### src/rtl/sobel_pkg.sv
// sobel_pkg: shared state type, default geometry and buffer-select helper
// for the Sobel line-buffer controller and its window mux.
package sobel_pkg;

   localparam int DEF_LINE_W = 128;
   localparam int DEF_NUM_LB = 4;
   localparam int DEF_PIX_W  = 8;
   localparam int LB_SEL_W   = $clog2(DEF_NUM_LB);

   typedef enum logic [0:0] {
      IDLE    = 1'b0,
      RD_LINE = 1'b1
   } lb_state_e;

   // Advance a line-buffer index, wrapping from the last buffer back to 0.
   function automatic logic [LB_SEL_W-1:0] lb_inc(input logic [LB_SEL_W-1:0] sel);
      logic [LB_SEL_W-1:0] nxt;
      if (sel == LB_SEL_W'(DEF_NUM_LB - 1)) begin
         nxt = '0;
      end else begin
         nxt = sel + LB_SEL_W'(1);
      end
      return nxt;
   endfunction

endpackage

### src/rtl/sobel_lb_win_mux.sv
// sobel_lb_win_mux: picks the three line-buffer windows that form the current
// 3x3 window, starting at rd_sel (oldest line) and rotating through the ring.
module sobel_lb_win_mux
   import sobel_pkg::*;
#(
   parameter int NUM_LB = DEF_NUM_LB,
   parameter int PIX_W  = DEF_PIX_W
) (
   input  logic [NUM_LB*3*PIX_W-1:0] lb_rd_data,
   input  logic [LB_SEL_W-1:0]       rd_sel,
   output logic [9*PIX_W-1:0]        win_data
);

   localparam int ROW_W = 3 * PIX_W;

   logic [ROW_W-1:0] rows [NUM_LB];

   for (genvar g = 0; g < NUM_LB; g++) begin : g_row
      assign rows[g] = lb_rd_data[g*ROW_W +: ROW_W];
   end

   // Oldest line (rd_sel) goes to the MSBs, the newest of the three to the LSBs.
   always_comb begin
      win_data = {rows[rd_sel], rows[lb_inc(rd_sel)], rows[lb_inc(lb_inc(rd_sel))]};
   end

endmodule

### src/rtl/sobel_lb_ctrl.sv
// sobel_lb_ctrl: sequencer for four round-robin line buffers feeding the Sobel
// stage. Writes pixels into one buffer at a time; once three lines are held it
// streams one line of 3x3 windows, then retires the oldest line.
// Optional feature: define SOBEL_LB_CTRL_OVF_EN to add the sticky ovf_err output.
module sobel_lb_ctrl
   import sobel_pkg::*;
#(
   parameter int LINE_W = DEF_LINE_W,
   parameter int NUM_LB = DEF_NUM_LB,
   parameter int PIX_W  = DEF_PIX_W
) (
   input  logic                      clk,
   input  logic                      rst_n,
   input  logic                      pix_valid,
   input  logic [PIX_W-1:0]          pix_data,
   output logic                      pix_ready,
   output logic [NUM_LB-1:0]         lb_wr_en,
   output logic [PIX_W-1:0]          lb_wr_data,
   output logic [NUM_LB-1:0]         lb_rd_en,
   input  logic [NUM_LB*3*PIX_W-1:0] lb_rd_data,
   output logic [9*PIX_W-1:0]        win_data,
   output logic                      win_valid,
   input  logic                      win_ready,
`ifdef SOBEL_LB_CTRL_OVF_EN
   output logic                      ovf_err,
`endif
   output logic                      line_done
);

   localparam int CNT_W  = $clog2(LINE_W);
   localparam int FILL_W = $clog2(NUM_LB * LINE_W) + 1;
   localparam logic [CNT_W-1:0]  CNT_LAST   = CNT_W'(LINE_W - 1);
   localparam logic [FILL_W-1:0] FILL_FULL  = FILL_W'(NUM_LB * LINE_W);
   localparam logic [FILL_W-1:0] FILL_START = FILL_W'(3 * LINE_W);

   lb_state_e             state;
   logic [CNT_W-1:0]      wr_cnt;
   logic [CNT_W-1:0]      rd_cnt;
   logic [LB_SEL_W-1:0]   wr_sel;
   logic [LB_SEL_W-1:0]   rd_sel;
   logic [FILL_W-1:0]     fill;
   logic                  accept;
   logic                  rd_beat;
   logic [NUM_LB-1:0]     rd_mask;
   logic [9*PIX_W-1:0]    win_next;

   // Ready only looks at the registered fill so a full ring never takes a pixel.
   assign pix_ready  = (fill < FILL_FULL);
   assign accept     = pix_valid && pix_ready;
   assign lb_wr_data = pix_data;
   assign rd_beat    = (state == RD_LINE) && (!win_valid || win_ready);

   sobel_lb_win_mux #(
      .NUM_LB (NUM_LB),
      .PIX_W  (PIX_W)
   ) u_win_mux (
      .lb_rd_data (lb_rd_data),
      .rd_sel     (rd_sel),
      .win_data   (win_next)
   );

   // Write strobe: only the buffer currently being filled, only on accept.
   always_comb begin
      lb_wr_en = '0;
      if (accept) begin
         lb_wr_en[wr_sel] = 1'b1;
      end else begin
         lb_wr_en = '0;
      end
   end

   // The three buffers holding the oldest complete lines, starting at rd_sel.
   always_comb begin
      rd_mask = '0;
      rd_mask[rd_sel] = 1'b1;
      rd_mask[lb_inc(rd_sel)] = 1'b1;
      rd_mask[lb_inc(lb_inc(rd_sel))] = 1'b1;
   end

   // Read pointers advance only on an actual beat so stalls never drop a window.
   always_comb begin
      if (rd_beat) begin
         lb_rd_en = rd_mask;
      end else begin
         lb_rd_en = '0;
      end
   end

   // Write position: pixel index within the line and the buffer being filled.
   always_ff @(posedge clk) begin
      if (!rst_n) begin
         wr_cnt <= '0;
         wr_sel <= '0;
      end else if (accept) begin
         if (wr_cnt == CNT_LAST) begin
            wr_cnt <= '0;
            wr_sel <= lb_inc(wr_sel);
         end else begin
            wr_cnt <= wr_cnt + CNT_W'(1);
         end
      end
   end

   // Occupancy: pixels written minus windows read; a write and a beat cancel.
   always_ff @(posedge clk) begin
      if (!rst_n) begin
         fill <= '0;
      end else begin
         case ({accept, rd_beat})
            2'b10:   fill <= fill + FILL_W'(1);
            2'b01:   fill <= fill - FILL_W'(1);
            default: fill <= fill;
         endcase
      end
   end

   // Read sequencer and output register: one line of beats, then back to IDLE.
   always_ff @(posedge clk) begin
      if (!rst_n) begin
         state     <= IDLE;
         rd_cnt    <= '0;
         rd_sel    <= '0;
         win_valid <= 1'b0;
         win_data  <= '0;
         line_done <= 1'b0;
      end else begin
         line_done <= 1'b0;
         case (state)
            IDLE: begin
               if (fill >= FILL_START) begin
                  state <= RD_LINE;
               end else begin
                  state <= IDLE;
               end
            end
            RD_LINE: begin
               if (rd_beat && (rd_cnt == CNT_LAST)) begin
                  state     <= IDLE;
                  line_done <= 1'b1;
               end else begin
                  state <= RD_LINE;
               end
            end
            default: state <= IDLE;
         endcase

         if (rd_beat) begin
            win_data  <= win_next;
            win_valid <= 1'b1;
            if (rd_cnt == CNT_LAST) begin
               rd_cnt <= '0;
               rd_sel <= lb_inc(rd_sel);
            end else begin
               rd_cnt <= rd_cnt + CNT_W'(1);
            end
         end else if (win_ready) begin
            win_valid <= 1'b0;
         end
      end
   end

`ifdef SOBEL_LB_CTRL_OVF_EN
   // Sticky record that a pixel was offered while the ring was full.
   always_ff @(posedge clk) begin
      if (!rst_n) begin
         ovf_err <= 1'b0;
      end else if (pix_valid && !pix_ready) begin
         ovf_err <= 1'b1;
      end
   end
`endif

endmodule

### config.mk
export PLATFORM = sky130hd
export DESIGN_NAME = sobel_lb_ctrl
export DESIGN_NICKNAME = d
export VERILOG_FILES = /design/src/rtl/sobel_pkg.sv /design/src/rtl/sobel_lb_win_mux.sv /design/src/rtl/sobel_lb_ctrl.sv
export SDC_FILE = /design/constraint.sdc
export NUM_CORES = 1
export LEC_CHECK = 0
export CAP_MARGIN = 20
export CORE_UTILIZATION = 47
export CTS_BUF_LIST = sky130_fd_sc_hd__clkbuf_4 sky130_fd_sc_hd__clkbuf_8 sky130_fd_sc_hd__clkbuf_16
export CTS_CLUSTER_DIAMETER = 50
export CTS_CLUSTER_SIZE = 28
export DETAILED_ROUTE_END_ITERATION = 10
export GPL_TIMING_DRIVEN = 0
export PLACE_DENSITY = 0.81
export SLEW_MARGIN = 20
export SYNTH_ARGS = -nofsm -noshare
export SYNTH_HDL_FRONTEND = slang
export SYNTH_SLANG_ARGS = --single-unit
### constraint.sdc
create_clock -name clk -period 3.5 [get_ports clk]
set_input_delay 0.35 -clock clk [delete_from_list [all_inputs] [get_ports clk]]
set_output_delay 0.35 -clock clk [all_outputs]
set_load 0.005 [all_outputs]
## After elaboration in Yosys (flattened, before gate mapping)

Index checks and enable logic that the tools add are counted.

| word-level totals | value |
|---|---|
| register bits after elaboration | 103 |
| bits in latches | 0 |
| RAM bits | 0 |
| bits in read-only memories | 0 |
| input bits | 108 |
| output and inout bits | 91 |
| word-level logic and storage cells | 87 |
| memories kept | 0 |

| operators by class | value |
|---|---|
| add/subtract/negate cells | 7 |
| multiply operators | 0 |
| divide/modulo/power cells | 0 |
| magnitude comparators | 13 |
| eq/ne operators | 7 |
| shift operators | 0 |
| mux-type cells | 31 |
| bitwise operators | 6 |
| reductions and logical operators | 14 |

Operator list:

| cell | number |
|---|---|
| 24-bit binary-select mux with 2-bit select | 3 |
| 24-bit 2-to-1 mux | 6 |
| 10-bit case mux with 2 select lines | 1 |
| 7-bit by 1-bit adder with 7-bit output (second input constant) | 2 |
| 7-bit == test (second input constant) | 2 |
| 7-bit 2-to-1 mux | 2 |
| 2-bit by 3-bit < comparator with 1-bit output (second input constant) | 4 |
| 10-bit by 1-bit adder with 10-bit output (second input constant) | 1 |
| 10-bit by 9-bit greater-or-equal comparator with 1-bit output (second input constant) | 1 |
| 10-bit < comparator (second input constant) | 1 |
| 10-bit by 1-bit subtractor with 10-bit output (second input constant) | 1 |
| 3-bit greater-or-equal comparator (second input constant) | 3 |
| 1-bit 2-to-1 mux | 9 |
| 2-bit inverter with 3-bit output | 3 |
| 1-bit demux with 2-bit select | 4 |
| 2-bit == test (second input constant) | 4 |
| 2-bit by 1-bit greater-or-equal comparator with 1-bit output (second input constant) | 4 |
| 4-bit 2-to-1 mux | 2 |
| 4-bit bitwise OR | 2 |
| 1-bit logical AND | 7 |
| 2-bit by 1-bit adder with 2-bit output (second input constant) | 3 |
| 2-bit 2-to-1 mux | 3 |
| 2-bit AND reduction | 3 |
| 2-bit nonzero test | 2 |
| other kinds (5) | 5 |

## Logic depth before layout (Yosys ltp)

| depth | value |
|---|---|
| depth after elaboration | 10 |
| depth in mapped cells | 13 |
| depth with buffers taken out | 11 |

## Modules after synthesis

Synthesis repeated with hierarchy kept, for this count alone.

| second synthesis, totals | value |
|---|---|
| cell total of the unflattened synthesis | 791 |
| area, all modules | 6424.9 um^2 |

Modules (own cells, without submodules):

| module | times used | cells each | area each (um^2) | sequential area each (um^2) |
|---|---|---|---|---|
| sobel_lb_ctrl | 1 | 573 | 4509.3 | 2062.0 |
| sobel_lb_win_mux | 1 | 218 | 1915.6 | 0.0 |

## Worst setup path before layout

No wires, ideal clock.

| path | value |
|---|---|
| kind | input-to-reg |
| start point | input port win_ready |
| end point | register fill[9] |
| arrival time | 2728 ps |
| data required time | 3428 ps |
| slack | 700 ps |
| stages | 12 |
| path through | nand2b_1 nand2_1 inv_2 clkbuf_1 ha_1 ha_1 buf_6 and3_1 a311o_1 a311o_1 a21oi_2 mux2i_1 |

| on the way | value |
|---|---|
| cells in the longest elaborated chain, start to end | 4 |

Ends and longest elaborated chain:

| element | RTL line | source |
|---|---|---|
| from (decl) | sobel_lb_ctrl.sv:23 | `input logic win_ready,` |
| 1-bit logical OR * | sobel_lb_ctrl.sv:51 | `assign rd_beat = (state == RD_LINE) && (!win_valid \|\| win_ready);` |
| 1-bit logical AND * | sobel_lb_ctrl.sv:51 |  |
| net rd_beat | sobel_lb_ctrl.sv:43 | `logic rd_beat;` |
| 2-bit by 1-bit == test with 1-bit output or 2-bit == test (tied branches) | sobel_lb_ctrl.sv:109 | `case ({accept, rd_beat})` |
| 10-bit case mux with 2 select lines or 2-bit nonzero test (tied branches) | -- |  |
| to (signal assigned) | sobel_lb_ctrl.sv:110 | `2'b10: fill <= fill + FILL_W'(1);` |
| to (signal assigned) | sobel_lb_ctrl.sv:111 | `2'b01: fill <= fill - FILL_W'(1);` |
| to (signal assigned) | sobel_lb_ctrl.sv:112 | `default: fill <= fill;` |
| to (decl) | sobel_lb_ctrl.sv:41 | `logic [FILL_W-1:0] fill;` |

Mark *: on every way through the listed nets, which the timed path passes. The rest lies on a longest branch.
A chain may end at the register's enable or synchronous reset.

## Worst setup path after layout

| path | value |
|---|---|
| start point | register rd_sel[1] |
| end point | register win_data[36] |

| on the way | value |
|---|---|
| cells in the longest elaborated chain, start to end | 6 |

Ends and longest elaborated chain:

| element | RTL line | source |
|---|---|---|
| from (decl) | sobel_lb_ctrl.sv:40 | `logic [LB_SEL_W-1:0] rd_sel;` |
| from (signal assigned) | sobel_lb_ctrl.sv:152 | `rd_sel <= lb_inc(rd_sel);` |
| 2-bit by 1-bit adder with 2-bit output or 2-bit == test (tied branches) | sobel_pkg.sv:21, sobel_pkg.sv:18 |  |
| 2-bit 2-to-1 mux * | sobel_pkg.sv:18 | `if (sel == LB_SEL_W'(DEF_NUM_LB - 1)) begin` |
| 2-bit inverter with 3-bit output (not written as such) * | sobel_lb_win_mux.sv:24 | `win_data = {rows[rd_sel], rows[lb_inc(rd_sel)], rows[lb_inc(lb_inc(rd_sel))]};` |
| 24-bit binary-select mux with 2-bit select * | sobel_lb_win_mux.sv:24 |  |
| 24-bit 2-to-1 mux (not written as such) * (2 in a row) | sobel_lb_win_mux.sv:24 |  |
| to (signal assigned) | sobel_lb_ctrl.sv:148 | `win_data <= win_next;` |
| to (decl) | sobel_lb_ctrl.sv:21 | `output logic [9*PIX_W-1:0] win_data,` |

Mark *: on every way between the ends. The rest lies on a longest branch, timed or not. The select of a mux whose other input is x is not followed.

==> results.txt <==
- CP max stage cell: sky130_fd_sc_hd__clkbuf_1
- Post-synth EDFFs: 0
- sky130_fd_sc_hd__nand2_1 is the most common cell in the netlist.
- Data required time of the worst path: 3.73 ns
- The floorplan has 41 rows.
- Area fraction in compound gates after synthesis: 11.8%
- Of the total synthesized cell area, the portion taken by XOR and XNOR cells is 2.25%.
- Setup slack on the critical path of the routed design comes to 0.140 ns.
* VDD IR max: 0.000298 V
* Sequential fraction of the synthesis area: 33.3%
* Commonest cells post-synth: 172 x sky130_fd_sc_hd__nand2_1, 103 x sky130_fd_sc_hd__dfxtp_1, 86 x sky130_fd_sc_hd__a21oi_1
- Number of nets produced by synthesis: 778
* Total number of nets in the final design: 978
* Drt via density: 5.82
- Measured against its own limit, the worst slew margin works out to 50.6%.
- Number of buffer and inverter stages on the critical path: 5
- The worst path needs 3.36 ns of the cycle, external delays included.
- For this design the top-level I/O count stands at 199.
- Summing every instance area after synthesis gives 6180 um^2.
- Setup violations remaining at the end of the flow were counted as 0.
* Area occupied by multi-input gates: 3770 um^2
- After the first detailed-routing iteration, the DRC count stood at 501.
- The most used flip-flop cell after synthesis is sky130_fd_sc_hd__dfxtp_1.
- At the placement stage, the worst setup path has a slack of -0.329 ns.
- Critical-path cell list: clkbuf_1 > buf_2 > inv_1 > ha_1 > buf_2 > clkbuf_1 > mux4_2 > nand2_1 > a21oi_1
- Across every metal layer, demand over resource in global routing totals 28.9%.
* Post-cts hold buffer count: 0
* Share of the synthesized area in the top cell type: 33.3%
* Yosys warns: 0
- DIE HEIGHT: 117 um
- CTS built an H-tree with a depth of 3.
* Lkg Pwr: 2.93 nW
- Wire length of the first global-routing pass: 29.2 mm
- Critical Path Source Type: flop
- In the routed design, unresolved DRC markers number 0.
- Clock input transition at the sequential cells of the worst setup and hold paths: 0.07 ns
- Aggregate routed wire length: 19.3 mm
* Flops & latches, synth: 103
- The synthesized netlist contains 50 unique library cells.
- Relative area change from synthesis to final layout: 39.3%
* Count of mapped cells out of synthesis: 656
* Remaining global-route overflow: 0
- Derived from the worst setup path, the maximum achievable clock frequency is 0.298 GHz.
- The largest total area in the synthesized netlist belongs to sky130_fd_sc_hd__dfxtp_1.
* Die Outline Area: 13600 um^2
* Final max-slew violation count: 0
* Dominant cells by area after synthesis: sky130_fd_sc_hd__dfxtp_1 33%, sky130_fd_sc_hd__mux4_2 26%, sky130_fd_sc_hd__nand2_1 10%
- Maximum number of pins on one net before global-route repair: 19
- Maximum net fanout on the critical path: 10
- Summing the areas of all fa, ha and maj instances in the mapped netlist gives 2.83% of the synthesized area.
- Transition time at the pin with the least slew margin: 0.740 ns
* Setup repair after global routing missed its margin: no
- The min-delay analysis places its worst path in the category reg -> reg.
- At the end of routability-driven placement, the weighted congestion stood at 0.907.
- Placeable core region: 12700 um^2
- STA puts the critical path data arrival time at 3.59 ns.
* Clock Skew: 0.00888 ns
* First-pass detailed-route iteration total: 5
* Root Buffer: sky130_fd_sc_hd__clkbuf_16
- Once placement completed, the tool counted placed cells totaling 1018.
- By area, the combinational part of the netlist is dominated by multiplexers.
* Count of maximum capacitance violations: 0
* # diodes: 0
- Dpl hpwl: 14.2 mm
- Mean instance size in the synthesized netlist: 9.43 um^2
- Effective utilization at floorplan: 48.6%
- Number of antenna violations at the first check in global routing: 0
- The clock passes through at most 2 buffers.
- Filler cell count: 1006
* Count of buffers inserted at the top-level ports: 190
* Setup fix buffers added after clock tree synthesis: 0
- In this run the horizontal extent of the chip is 117 um.
- For the worst-skew pair, the clock arrives at the later sink with an insertion delay of 0.36 ns.
* Critical path endpoint category: flop
- The post-route netlist has 13.8% of its cells at a drive strength greater than 1.
* Critical path class: reg -> reg
- TritonCTS built the clock tree.
* Dominant delay contributor by cell family on the critical path: buffers and inverters
- Maximum single-stage delay on the critical path: 0.59 ns
- For this design, the sink count on the clock tree is 103.
* Share of flip-flops with an asynchronous set or reset after synthesis: 0%
- After Yosys synthesis, and, or, nand and nor cells account for 16.9% of the synthesized area.
- Run status: completed
- In the finished design, the share of the clock period the worst path needs comes to 96.0%.
* DR WL/cell: 18.7 um
* Clock buffers created by TritonCTS: 9
- Of the post-synthesis cell area, the part taken by muxes is 27.2%.
* Number of standard cells in the layout, taps in and fillers out: 1033
- Pwr/cell area: 296 nW/um^2
* Number of global-route vias before repair: 5710
* Area taken by flip-flops and latches: 2060 um^2
- The final hold violation count is 0.
* Post-Route Utilization: 67.7%
- Count of antenna-violating nets left after detailed routing: 0
- Routed via count: 6017
==> through the flow <==
stage | hold WS, ns | setup TNS [ns] | total power, W | area (um^2)
finish | 0.454 | 0 | 0.00255 | 8610
global route | 0.474 | 0 | 0.00262 | 8610
CTS | 0.456 | 0 | 0.00255 | 8620
detailed placement | 0.446 | -2.33 | 0.00150 | 8300
global placement | 0.441 | -1.40 | 0.00149 | 8300
floorplan | 0.449 | 0 | 0.00133 | 6180
==> metal layers <==
| layer | wire, um | vias up | track usage [%] |
|---|---|---|---|
| li1 | - | 2738 | - |
| met1 | 7360 | 2884 | 36.1 |
| met2 | 9340 | 354 | 46.8 |
| met3 | 1980 | 41 | 8.72 |
| met4 | 583 | 0 | 12.1 |
| met5 | 0 | - | 0 |
==> path summary, 6_finish.rpt <==
kind,from,endpoint,slack (ns),cells after the start
setup / recovery,rd_sel[1],win_data[36],0.14,9
hold / removal,win_data[0],win_data[0],0.45,2
setup reg to reg,rd_sel[1],win_data[36],0.14,9
hold reg to reg,win_data[0],win_data[0],0.45,2
==> power by group <==
| part | total [W] | internal [W] | switching [W] |
|---|---|---|---|
| Sequential | 0.00118 | 0.00118 | 0.00000644 |
| Clock | 0.00107 | 0.000585 | 0.000490 |
| Combinational | 0.000295 | 0.000189 | 0.000106 |
| Total | 0.00255 | 0.00195 | 0.000602 |
==> cell families (layout without fill, tap and decap cells) <==
| kind of cell | after synthesis | in the layout |
|---|---|---|
| AND/OR/NAND/NOR | 248 | 248 |
| AO/OA/AOI/OAI | 124 | 124 |
| flip-flops | 103 | 103 |
| multiplexers | 78 | 78 |
| buffers and inverters | 74 | 279 |
| XOR/XNOR | 15 | 15 |
| adder cells (fa/ha/maj) | 14 | 14 |
==> what timing repair did <==
action	CTS	global route
gates resized for setup	1	0
endpoints found under the setup margin	19	6
cloned	0	0
endpoints found under the hold margin	0	0
==> sequential cells by signal, summed over array words and instances, names as in the netlist <==
name	cells
win_data	72
fill	10
rd_cnt	7
wr_cnt	7
rd_sel	2
wr_sel	2
line_done	1
state	1
win_valid	1
==> cell type report <==
cell class	count	share of cell area (%)
Sequential cell	103	23.9
Clock buffer	10	2.77
Clock inverter	6	0.872
Buffer	62	3.57
Tap cell	172	2.50
Timing Repair Buffer	190	22.1
Multi-Input combinational cell	479	43.8
Inverter	11	0.479
==> cell usage in the layout, fill, tap and decap left out, types with 3 or more instances in the layout <==
cell	n
sky130_fd_sc_hd__or3_1	6
sky130_fd_sc_hd__clkbuf_1	38
sky130_fd_sc_hd__nand3_1	8
sky130_fd_sc_hd__xnor2_1	6
sky130_fd_sc_hd__nand2b_1	3
sky130_fd_sc_hd__mux4_2	72
sky130_fd_sc_hd__and3_1	3
sky130_fd_sc_hd__inv_1	9
sky130_fd_sc_hd__nor2_1	30
sky130_fd_sc_hd__and2_1	7
sky130_fd_sc_hd__buf_2	6
sky130_fd_sc_hd__a21o_1	3
sky130_fd_sc_hd__nand4_1	4
sky130_fd_sc_hd__dfxtp_1	103
sky130_fd_sc_hd__a21oi_1	86
sky130_fd_sc_hd__ha_1	14
sky130_fd_sc_hd__buf_4	12
sky130_fd_sc_hd__a22oi_1	3
sky130_fd_sc_hd__nor3_1	3
sky130_fd_sc_hd__xor2_1	8
sky130_fd_sc_hd__mux2i_1	6
sky130_fd_sc_hd__nand2_1	172
sky130_fd_sc_hd__buf_6	3
sky130_fd_sc_hd__o21ai_0	10
sky130_fd_sc_hd__nor4_1	3
sky130_fd_sc_hd__clkdlybuf4s50_1	190
sky130_fd_sc_hd__nor2b_1	4
sky130_fd_sc_hd__buf_1	3
sky130_fd_sc_hd__clkbuf_16	9
==> tightest hold or removal path, cell delays in order (launching register included) <==
cell and delay (ns):
sky130_fd_sc_hd__dfxtp_1 0.31, sky130_fd_sc_hd__nand2_1 0.05, sky130_fd_sc_hd__a21oi_1 0.05
Note: power is estimated with default switching activity, not from simulation.
